## src/rtl/alu_seq_if.sv

```systemverilog
// Request/response bundle between the issuing stage and alu_seq.
// The master drives the operation and out_ready; the slave returns the result.
interface alu_seq_if #(
  parameter int WIDTH = 16
);
  logic             in_valid;
  logic             in_ready;
  logic [2:0]       alu_op;
  logic [WIDTH-1:0] data_a;
  logic [WIDTH-1:0] data_b;
  logic             out_valid;
  logic             out_ready;
  logic [WIDTH-1:0] result;
  logic [1:0]       flags;

  modport master (
    output in_valid, alu_op, data_a, data_b, out_ready,
    input  in_ready, out_valid, result, flags
  );

  modport slave (
    input  in_valid, alu_op, data_a, data_b, out_ready,
    output in_ready, out_valid, result, flags
  );
endinterface

```

## src/rtl/alu_seq.sv

```systemverilog
// Handshaked ALU: one-cycle arithmetic/logic ops, iterative shifts and shift-add multiply.
// Result and flags are registered and held until out_ready.
module alu_seq #(
  parameter int WIDTH = 16
) (
  input logic      clk,
  input logic      rst,
  alu_seq_if.slave bus
);
  localparam int SH_W = $clog2(WIDTH);
  localparam int CW   = SH_W + 1;

  localparam logic [2:0] OP_ADD  = 3'b000;
  localparam logic [2:0] OP_NAND = 3'b001;
  localparam logic [2:0] OP_EQ   = 3'b010;
  localparam logic [2:0] OP_ADDM = 3'b011;
  localparam logic [2:0] OP_SHL  = 3'b100;
  localparam logic [2:0] OP_SHR  = 3'b101;
  localparam logic [2:0] OP_MUL  = 3'b110;
  localparam logic [2:0] OP_NOP  = 3'b111;

  if (WIDTH < 4 || (WIDTH & (WIDTH - 1)) != 0) begin : g_bad_width
    $error("alu_seq: WIDTH must be a power of two and at least 4");
  end

  typedef enum logic [1:0] {IDLE, BUSY, DONE} state_t;

  state_t           state, state_d;
  logic [2:0]       op_q;
  logic [CW-1:0]    cnt;
  logic [WIDTH-1:0] lo, hi, mcand;
  logic [WIDTH-1:0] result_q;
  logic [1:0]       flags_q;

  logic             accept, multi;
  logic [SH_W-1:0]  amt;
  logic [WIDTH:0]   sum, diff;
  logic [WIDTH-1:0] res_1c;
  logic [1:0]       flg_1c;

  assign bus.in_ready  = (state == IDLE) && !rst;
  assign bus.out_valid = (state == DONE);
  assign bus.result    = result_q;
  assign bus.flags     = flags_q;

  assign accept = bus.in_valid && bus.in_ready;
  assign amt    = bus.data_b[SH_W-1:0];
  assign multi  = (bus.alu_op == OP_MUL) ||
                  (((bus.alu_op == OP_SHL) || (bus.alu_op == OP_SHR)) && (amt != '0));

  assign sum  = {1'b0, bus.data_a} + {1'b0, bus.data_b};
  assign diff = {1'b0, bus.data_a} - {1'b0, bus.data_b};

  // Single-cycle results; shifts land here only for a zero shift amount.
  always_comb begin
    res_1c = bus.data_a;
    flg_1c = flags_q;
    case (bus.alu_op)
      OP_ADD: begin
        res_1c = sum[WIDTH-1:0];
        flg_1c = {sum[WIDTH], sum[WIDTH-1:0] == '0};
      end
      OP_NAND: res_1c = ~(bus.data_a & bus.data_b);
      OP_EQ: begin
        res_1c = diff[WIDTH-1:0];
        flg_1c = {diff[WIDTH], bus.data_a == bus.data_b};
      end
      OP_ADDM: begin
        res_1c    = sum[WIDTH-1:0];
        flg_1c[0] = (sum[WIDTH-1:0] == '0);
      end
      OP_SHL, OP_SHR: flg_1c = {1'b0, bus.data_a == '0};
      default: ;
    endcase
  end

  // One iteration step. For MUL, {hi,lo} is the partial product with the
  // multiplier consumed from lo's LSB as the product shifts in from the top.
  logic [WIDTH:0]   madd;
  logic [WIDTH-1:0] lo_nx, hi_nx;
  logic             sh_out, fin_c;

  assign madd = {1'b0, hi} + (lo[0] ? {1'b0, mcand} : {(WIDTH+1){1'b0}});

  always_comb begin
    lo_nx  = lo;
    hi_nx  = hi;
    sh_out = 1'b0;
    case (op_q)
      OP_SHL: begin
        lo_nx  = {lo[WIDTH-2:0], 1'b0};
        sh_out = lo[WIDTH-1];
      end
      OP_SHR: begin
        lo_nx  = {1'b0, lo[WIDTH-1:1]};
        sh_out = lo[0];
      end
      OP_MUL: begin
        hi_nx = madd[WIDTH:1];
        lo_nx = {madd[0], lo[WIDTH-1:1]};
      end
      default: ;
    endcase
    fin_c = (op_q == OP_MUL) ? (hi_nx != '0) : sh_out;
  end

  always_comb begin
    state_d = state;
    case (state)
      IDLE: if (accept) state_d = multi ? BUSY : DONE;
      BUSY: if (cnt == CW'(1)) state_d = DONE;
      DONE: if (bus.out_ready) state_d = IDLE;
      default: state_d = IDLE;
    endcase
  end

  always_ff @(posedge clk or posedge rst) begin
    if (rst) begin
      state    <= IDLE;
      op_q     <= OP_NOP;
      cnt      <= '0;
      lo       <= '0;
      hi       <= '0;
      mcand    <= '0;
      result_q <= '0;
      flags_q  <= '0;
    end else begin
      state <= state_d;
      case (state)
        IDLE: if (accept) begin
          op_q  <= bus.alu_op;
          lo    <= (bus.alu_op == OP_MUL) ? bus.data_b : bus.data_a;
          hi    <= '0;
          mcand <= bus.data_a;
          cnt   <= (bus.alu_op == OP_MUL) ? CW'(WIDTH) : {1'b0, amt};
          if (!multi) begin
            result_q <= res_1c;
            flags_q  <= flg_1c;
          end
        end
        BUSY: begin
          lo  <= lo_nx;
          hi  <= hi_nx;
          cnt <= cnt - CW'(1);
          if (cnt == CW'(1)) begin
            result_q <= lo_nx;
            flags_q  <= {fin_c, lo_nx == '0};
          end
        end
        default: ;
      endcase
    end
  end
endmodule

```

## src/flat_wrapper.sv

```systemverilog
// flat-port wrapper written by rule: the top's interface ports become plain ports
module alu_seq_flat 
#(
  parameter int WIDTH = 16
)
  (clk, rst, bus_in_valid, bus_alu_op, bus_data_a, bus_data_b, bus_out_ready, bus_in_ready, bus_out_valid, bus_result, bus_flags);
  alu_seq_if #(.WIDTH(WIDTH)) bus_i ();
  input logic clk;
  input logic rst;
  input wire logic [$bits(bus_i.in_valid)-1:0] bus_in_valid;
  input wire logic [$bits(bus_i.alu_op)-1:0] bus_alu_op;
  input wire logic [$bits(bus_i.data_a)-1:0] bus_data_a;
  input wire logic [$bits(bus_i.data_b)-1:0] bus_data_b;
  input wire logic [$bits(bus_i.out_ready)-1:0] bus_out_ready;
  output wire logic [$bits(bus_i.in_ready)-1:0] bus_in_ready;
  output wire logic [$bits(bus_i.out_valid)-1:0] bus_out_valid;
  output wire logic [$bits(bus_i.result)-1:0] bus_result;
  output wire logic [$bits(bus_i.flags)-1:0] bus_flags;
  assign bus_i.in_valid = bus_in_valid;
  assign bus_i.alu_op = bus_alu_op;
  assign bus_i.data_a = bus_data_a;
  assign bus_i.data_b = bus_data_b;
  assign bus_i.out_ready = bus_out_ready;
  assign bus_in_ready = bus_i.in_ready;
  assign bus_out_valid = bus_i.out_valid;
  assign bus_result = bus_i.result;
  assign bus_flags = bus_i.flags;
  alu_seq #(.WIDTH(WIDTH)) u_core (.clk(clk), .rst(rst), .bus(bus_i));
endmodule
```

## config.mk

```make
export PLATFORM = sky130hd
export DESIGN_NAME = alu_seq_flat
export DESIGN_NICKNAME = d
export VERILOG_FILES = /design/src/rtl/alu_seq_if.sv /design/src/rtl/alu_seq.sv /design/src/flat_wrapper.sv
export SDC_FILE = /design/constraint.sdc
export NUM_CORES = 1
export LEC_CHECK = 0
export ABC_AREA = 1
export BUFFER_PORTS_ARGS = -buffer_cell sky130_fd_sc_hd__buf_2
export CAP_MARGIN = 5
export CORE_ASPECT_RATIO = 0.9
export CORE_MARGIN = 10
export CORE_UTILIZATION = 55
export DETAILED_ROUTE_END_ITERATION = 12
export MAX_ROUTING_LAYER = met4
export PLACE_DENSITY = 0.76
export RECOVER_POWER = 25
export SLEW_MARGIN = 15
export SYNTH_ARGS = -nofsm -noshare
export SYNTH_HDL_FRONTEND = slang
export SYNTH_SLANG_ARGS = --single-unit
export TNS_END_PERCENT = 30
```

## constraint.sdc

```tcl
create_clock -name clk -period 2.5 [get_ports clk]
set_clock_uncertainty 0.2 [all_clocks]
set_input_delay 0 -clock clk [delete_from_list [all_inputs] [get_ports clk]]
set_output_delay 0 -clock clk [all_outputs]
set_load 0.02 [all_outputs]
```

==> impl_metrics.env, run 1 <==
export IMPL_outcome="complete, but fails checks"
export IMPL_failed_checks="capacitance limit, slew limit, setup timing"
export IMPL_n_antenna_cell=0
export IMPL_die_area_um2=18200
export IMPL_cts_root_buf="clkbuf_16"
export IMPL_cp_data_required_time_ns=2.54
export IMPL_cts_buffers=9
export IMPL_power_density_nw_per_um2=996
export IMPL_post_route_min_period_ns=2.64
export IMPL_synth_area_um2=7250
export IMPL_grt_pass1_vias=8025
export IMPL_cp_max_fo=4
export IMPL_seqCellArea_um2=1910
export IMPL_worst_pin_slew_ns=1.86
export IMPL_ys_flop_type="dfrtp_1"
export IMPL_fin_ws_ns=-0.141
export IMPL_die_h_um=129
export IMPL_row_count=39
export IMPL_holdWs_ns=0.00630
export IMPL_timing_final_crit_share=1.06
export IMPL_clkLatencyLatePin_ns=0.35
export IMPL_syn_avg_cell_area_um2=6.34
export IMPL_cts_tree="yes"
export IMPL_fillers=1087
export IMPL_layout_nets=1378
export IMPL_cts_path_max_buffers=2
export IMPL_async_flop_share=1.00
export IMPL_antenna_left=0
export IMPL_syn_inst=1144
export IMPL_power_leakage_nw=4.67
export IMPL_grt_remaining_overflow=0
export IMPL_r2r_cells=20
export IMPL_cts_sinks=76
export IMPL_max_vdd_ir_drop_uv=923
export IMPL_grt_start_max_net_pins=61
export IMPL_rrSetupSlack_ns=-0.14
export IMPL_arrival_ns=2.68
export IMPL_coreArea_um2=12800
export IMPL_gp_congestion=1.07
export IMPL_cp_end_kind="flip-flop"
export IMPL_synth_edf_count=0
export IMPL_initial_core_util=0.567
export IMPL_first_iter_violations=822
export IMPL_yosysWarnings=0
export IMPL_wl_mm=26.0
export IMPL_die_x_um=141
export IMPL_final_setup_tns_ns=-0.279
export IMPL_yosysSeqAreaShare=0.263
export IMPL_report_final_slew_viol_count=34
export IMPL_hold_viol=0
export IMPL_setup_viol=2
export IMPL_clockPowerShare=0.150
export IMPL_crit_type="reg -> reg"
export IMPL_first_pass_iters=5
export IMPL_dpl_hpwl_mm=19.0
export IMPL_grt_pass1_wl_mm=40.1
export IMPL_ys_ff_latch=76
export IMPL_drv_cap=1
export IMPL_p_seq_frac=0.252
export IMPL_net_switching_power_mw=4.33
export IMPL_fmax_mhz=379
export IMPL_syn_nets=1236
export IMPL_synth_cell_type_count=44
export IMPL_grt_setup_unrepaired="yes"
export IMPL_relSlewSlack=-0.243
export IMPL_routedWlPerCell_um=17.8
export IMPL_min_path_type="in -> reg"
export IMPL_power_total_mw=9.18
export IMPL_ios=59
export IMPL_area_growth_synth_to_final_pct=27.1
export IMPL_antenna_found_initial=0
export IMPL_vias=8451
export IMPL_drc=0
export IMPL_grt_use_total=0.280
export IMPL_hold_depth=4
export IMPL_io_buffers=58
export IMPL_p_sw_frac=0.471
export IMPL_vias_per_cell=5.81
export IMPL_cp_start_kind="flip-flop"
export IMPL_combinationalPowerShare=0.597
export IMPL_p_int_mw=4.85
export IMPL_cts_clk_slew_worst_paths_ns=0.06
export IMPL_multi_input_area_um2=4850
export IMPL_drive_gt1_frac=0.205
export IMPL_cts_max_level=3
==> layout make-up <==
type,count,share of cell area
well taps,164,0.0223
inverters,174,0.0710
repair buffers,177,0.140
clock inverters,6,0.00787
flip-flops and latches,76,0.207
clock buffers,10,0.0259
multi-input cells,848,0.526
==> kinds of logic (layout without fill, tap and decap cells) <==
group,count (synthesis),in the layout,share of synthesized area
flops,76,76,0.263
buf+inv,220,367,0.122
fa+ha+maj,53,53,0.0945
compound gates,237,237,0.194
xor+xnor,5,5,0.00604
simple gates,553,553,0.321
==> layer usage <==
layer | routed length (um) | global-route usage | vias to the layer above
met2 | 12300 | 0.454 | 408
met5 | 0 | - | -
li1 | - | - | 4056
met4 | 1310 | 0.133 | 0
met1 | 10400 | 0.338 | 3905
met3 | 1960 | 0.0390 | 82
==> cell usage after synthesis (4+ instances only) <==
| master | instances | share of area |
|---|---|---|
| ha_1 | 50 | 0.086 |
| inv_2 | 5 | 0.0026 |
| a31oi_1 | 11 | 0.0095 |
| nor3_1 | 14 | 0.0097 |
| buf_4 | 4 | 0.0041 |
| o211ai_1 | 11 | 0.011 |
| buf_2 | 16 | 0.011 |
| nand2_1 | 298 | 0.15 |
| a21oi_1 | 67 | 0.046 |
| o21a_1 | 4 | 0.0041 |
| o21bai_1 | 4 | 0.0041 |
| nor2_1 | 116 | 0.060 |
| clkbuf_1 | 21 | 0.011 |
| nand4_1 | 14 | 0.012 |
| inv_1 | 169 | 0.087 |
| nand3b_1 | 4 | 0.0041 |
| o221ai_1 | 18 | 0.022 |
| dfrtp_1 | 73 | 0.25 |
| or2_2 | 6 | 0.0052 |
| nand3_1 | 91 | 0.063 |
| o2111ai_1 | 6 | 0.0072 |
| o22ai_1 | 18 | 0.016 |
| o21ai_0 | 84 | 0.058 |
==> cell usage in the layout (no fill, tap or decap), types with 11 or more instances in the layout <==
cell type      instances
nand3_1               88
inv_1                163
ha_1                  28
o21ai_0               78
ha_4                  14
nand4_1               14
o221ai_1              18
buf_4                 84
buf_2                 57
a31oi_1               11
a21oi_1               58
o211ai_1              11
dlygate4sd3_1         30
nand2_1              276
o22ai_1               18
nor2_1               105
nor3_1                13
nor2_2                13
nand2_2               20
dfrtp_1               72
==> path summary, 6_finish.rpt <==
path / from / to
max in group asynchronous: rst / u_core.lo[11]$_DFFE_PP0P_
hold reg to reg: u_core.mcand[1]$_DFFE_PP0P_ / u_core.mcand[1]$_DFFE_PP0P_
setup / recovery: u_core.lo[0]$_DFFE_PP0P_ / u_core.bus.flags[1]$_DFFE_PP0P_
min in group asynchronous: rst / u_core.state[0]$_DFFE_PP0P_
setup reg to reg: u_core.lo[0]$_DFFE_PP0P_ / u_core.bus.flags[1]$_DFFE_PP0P_
hold / removal: bus_data_a[1] / u_core.bus.result[1]$_DFFE_PP0P_
==> metrics by stage <==
step | instance area [um^2] | utilization | instances | setup slack (ns)
2_1_floorplan | 7290 | - | 1144 | -0.0392
3_3_place_gp | 8170 | 0.639 | 1400 | -0.108
3_5_place_dp | 8170 | 0.639 | 1400 | -0.168
4_1_cts | 8880 | 0.695 | 1452 | -0.0843
5_1_grt | 9220 | 0.721 | 1455 | -0.287
6_report | 9220 | 0.721 | 1455 | -0.141
==> power by group through the flow <==
stage / logic, mW / clock network, mW / registers [mW]
after floorplan: 3.10 / 0 / 2.33
after global placement: 4.77 / 0 / 2.26
after detailed placement: 4.85 / 0 / 2.26
after CTS: 5.05 / 1.38 / 2.26
after global routing: 5.98 / 1.44 / 2.38
final: 5.48 / 1.38 / 2.32
==> state kept, by name (all words and copies together) (netlist names) <==
register           cells
u_core.bus.flags       2
u_core.bus.result     16
u_core.cnt             5
u_core.hi             16
u_core.lo             16
u_core.mcand          16
u_core.op_q            3
u_core.state           2
==> critical path: stages, from the launching register on <==
cell and delay (ns):
dfrtp_2 0.45, nand2_2 0.08, inv_2 0.05, ha_4 0.16, fa_2 0.39, nand2_2 0.11
nand2_4 0.07, nand2_1 0.06, nand2_1 0.04, nand3_1 0.05, o21ai_1 0.07, inv_1 0.08
nand2_1 0.06, nor2_1 0.11, nand3_1 0.12, nor2_2 0.14, nand4_1 0.08, nand2_1 0.07
nand2_1 0.05, nand2_1 0.05, nand2_1 0.04
==> timing repair <==
item / in CTS / in global routing
hold buffers: 30 / 0
resized for setup: 12 / 77
endpoints found under the setup margin: 2 / 15
pin swaps: 9 / 22
buffers inserted: 6 / 2
endpoints found under the hold margin: 119 / 0
gates cloned: 0 / 1
Note: power is estimated with default switching activity, not from simulation.
==> run 2, diff against run 1 <==
Settings changed: ABC_AREA 1 to not set, CORE_MARGIN 10 to not set.
==> impl_metrics.env, run 2 <==
export IMPL_outcome="complete, but fails checks"
export IMPL_failed_checks="setup timing"
export IMPL_ys_ff_latch=76
export IMPL_synth_cell_type_count=78
export IMPL_drive_gt1_frac=0.294
export IMPL_p_sw_frac=0.452
export IMPL_arrival_ns=3.48
export IMPL_top_layer="met4"
export IMPL_async_flop_share=1.00
export IMPL_die_x_um=123
export IMPL_relSlewSlack=0.0237
export IMPL_vias=8933
export IMPL_first_pass_iters=7
export IMPL_multi_input_area_um2=5380
export IMPL_vias_per_cell=6.53
export IMPL_cp_start_kind="flip-flop"
export IMPL_timing_final_crit_share=1.38
export IMPL_routedWlPerCell_um=20.6
export IMPL_crit_path_top_delay_cell="or4_1"
export IMPL_p_int_mw=5.31
export IMPL_yosysWarnings=0
export IMPL_p_seq_frac=0.245
export IMPL_r2r_cells=12
export IMPL_cts_root_buf="clkbuf_16"
export IMPL_clkLatencyLatePin_ns=0.35
export IMPL_coreArea_um2=12800
export IMPL_synthTopCellsByArea="dfrtp_1 25%, ha_1 8.6%, nand2_1 6.1%"
export IMPL_syn_nets=1033
export IMPL_cpPeakStageDelay_ns=0.53
export IMPL_ys_flop_type="dfrtp_1"
export IMPL_syn_avg_cell_area_um2=7.74
export IMPL_wl_met2_mm=12.6
export IMPL_crit_type="reg -> reg"
export IMPL_fmax_mhz=289
export IMPL_crit_chain="buf_4 -> and2_1 -> ha_4 -> a211oi_4 -> o311ai_4 -> a31o_1 -> buf_4 -> a31o_1 -> a221o_1 -> or4_1 -> o31ai_2 -> a31oi_1"
export IMPL_syn_inst=941
export IMPL_fin_ws_ns=-0.960
export IMPL_cp_max_fo=6
export IMPL_combinationalPowerShare=0.612
export IMPL_final_cells=1368
export IMPL_yosysSeqAreaShare=0.262
export IMPL_cts_tree="yes"
export IMPL_drv_cap=0
export IMPL_cp_data_required_time_ns=2.52
export IMPL_layout_nets=1293
export IMPL_mostFrequentLayoutCell="buf_4"
export IMPL_grt_pass1_wl_mm=44.0
export IMPL_hold_viol=0
export IMPL_synth_top_area_share=0.251
export IMPL_antenna_left=0
export IMPL_grt_pass1_vias=8470
export IMPL_cts_clk_slew_worst_paths_ns=0.06
export IMPL_n_antenna_cell=0
export IMPL_power_total_mw=9.68
export IMPL_post_route_min_period_ns=3.46
export IMPL_setup_viol=10
export IMPL_min_path_type="in -> reg"
export IMPL_report_final_slew_viol_count=0
export IMPL_worst_pin_slew_ns=1.46
export IMPL_synth_area_um2=7290
export IMPL_net_switching_power_mw=4.37
export IMPL_cts_path_max_buffers=2
export IMPL_first_iter_violations=1090
export IMPL_utilization=0.801
export IMPL_dpl_hpwl_mm=20.3
export IMPL_power_density_nw_per_um2=945
export IMPL_wl_met3_mm=3.17
export IMPL_cts_buffers=9
export IMPL_die_area_um2=13700
export IMPL_wl_mm=28.2
export IMPL_hold_depth=6
export IMPL_max_vdd_ir_drop_uv=608
export IMPL_cts_max_level=3
export IMPL_power_leakage_nw=4.76
export IMPL_cts_sinks=76
export IMPL_grt_start_max_net_pins=49
export IMPL_ios=59
export IMPL_dpl_cell_count=1314
export IMPL_wl_met1_mm=11.2
export IMPL_layout_common_cells="214 x buf_4, 117 x nand2_1, 77 x o21ai_0"
export IMPL_drc=0
export IMPL_row_count=39
export IMPL_synth_most_common_cell="nand2_1"
export IMPL_synthTopCellsByCount="118 x nand2_1, 86 x o21ai_0, 77 x nor2_1"
export IMPL_gp_congestion=1.04
export IMPL_cp_end_kind="flip-flop"
export IMPL_die_h_um=111
export IMPL_grt_setup_unrepaired="yes"
export IMPL_grt_remaining_overflow=0
export IMPL_clockPowerShare=0.143
export IMPL_antenna_found_initial=0
export IMPL_yosysTopAreaCell="dfrtp_1"
export IMPL_synth_edf_count=0
export IMPL_grt_use_total=0.427
export IMPL_initial_core_util=0.570
export IMPL_fillers=856
export IMPL_seqCellArea_um2=1910
export IMPL_area_growth_synth_to_final_pct=40.5
export IMPL_preCtsSetupSlack_ns=-0.939
export IMPL_io_buffers=58
run 2: layout make-up:
cell class,instances,area share
timing repair buffer,308,0.221
inverter,46,0.0170
clock inverter,5,0.00770
multi-input combinational,760,0.526
sequential,76,0.186
clock buffer,9,0.0220
tap,164,0.0200
run 2: repair_timing:
action | in CTS | in global routing
setup endpoints to repair | 22 | 23
hold endpoints to repair | 110 | 0
pin swaps | 12 | 14
buffers inserted | 5 | 3
gates resized for setup | 32 | 37
hold buffers | 32 | 0
run 2: worst max-delay path: cells and delay by family (launching register included):
kind | cells | cell delay, ns
DFF | 1 | 0.39
AOI/OAI and AO/OA | 7 | 1.48
buffers and inverters | 2 | 0.32
and+or+nand+nor | 2 | 0.69
adders and majority gates | 1 | 0.25
run 2: power groups by stage:
stage / combinational, mW / sequential [mW] / clock [mW]
after floorplan: 3.08 / 2.30 / 0
after global placement: 5.15 / 2.30 / 0
after detailed placement: 5.29 / 2.32 / 0
after CTS: 5.58 / 2.32 / 1.39
after global routing: 6.37 / 2.42 / 1.44
final: 5.92 / 2.37 / 1.39
run 2: final timing paths:
path,start,end,slack (ns)
worst max-delay path,u_core.lo[0]$_DFFE_PP0P_,u_core.bus.flags[1]$_DFFE_PP0P_,-0.96
worst min-delay path,bus_data_a[4],u_core.bus.result[4]$_DFFE_PP0P_,0.03
worst max register to register,u_core.lo[0]$_DFFE_PP0P_,u_core.bus.flags[1]$_DFFE_PP0P_,-0.96
worst min register to register,u_core.bus.result[0]$_DFFE_PP0P_,u_core.bus.result[0]$_DFFE_PP0P_,0.27
max in group asynchronous,rst,u_core.op_q[2]$_DFFE_PP1P_,0.82
min in group asynchronous,rst,u_core.state[1]$_DFFE_PP0P_,0.39
run 2: cell families after synthesis:
logic type,count (synthesis),synth area share
and+or+nand+nor,341,0.223
muxes,27,0.0373
xor gates and xnor gates,30,0.0361
buffers and inverters,105,0.0551
DFF,76,0.262
AOI/OAI and AO/OA,309,0.293
adders and majority gates,53,0.0941
run 2: metal layers:
| layer | global-route usage | up-vias |
|---|---|---|
| met5 | - | - |
| met4 | 0.159 | 0 |
| met3 | 0.0983 | 133 |
| met2 | 0.626 | 636 |
| met1 | 0.569 | 4177 |
| li1 | - | 3987 |
run 2: metrics by stage:
step,setup TNS [ns],hold slack (ns),cell area [um^2]
global placement,-6.46,-0.112,9220
global route,-5.33,0.0248,10200
detailed placement,-7.09,-0.112,9220
finish,-3.83,0.0255,10200
CTS,-3.25,0.00168,10100
floorplan,-1.50,-0.161,7380
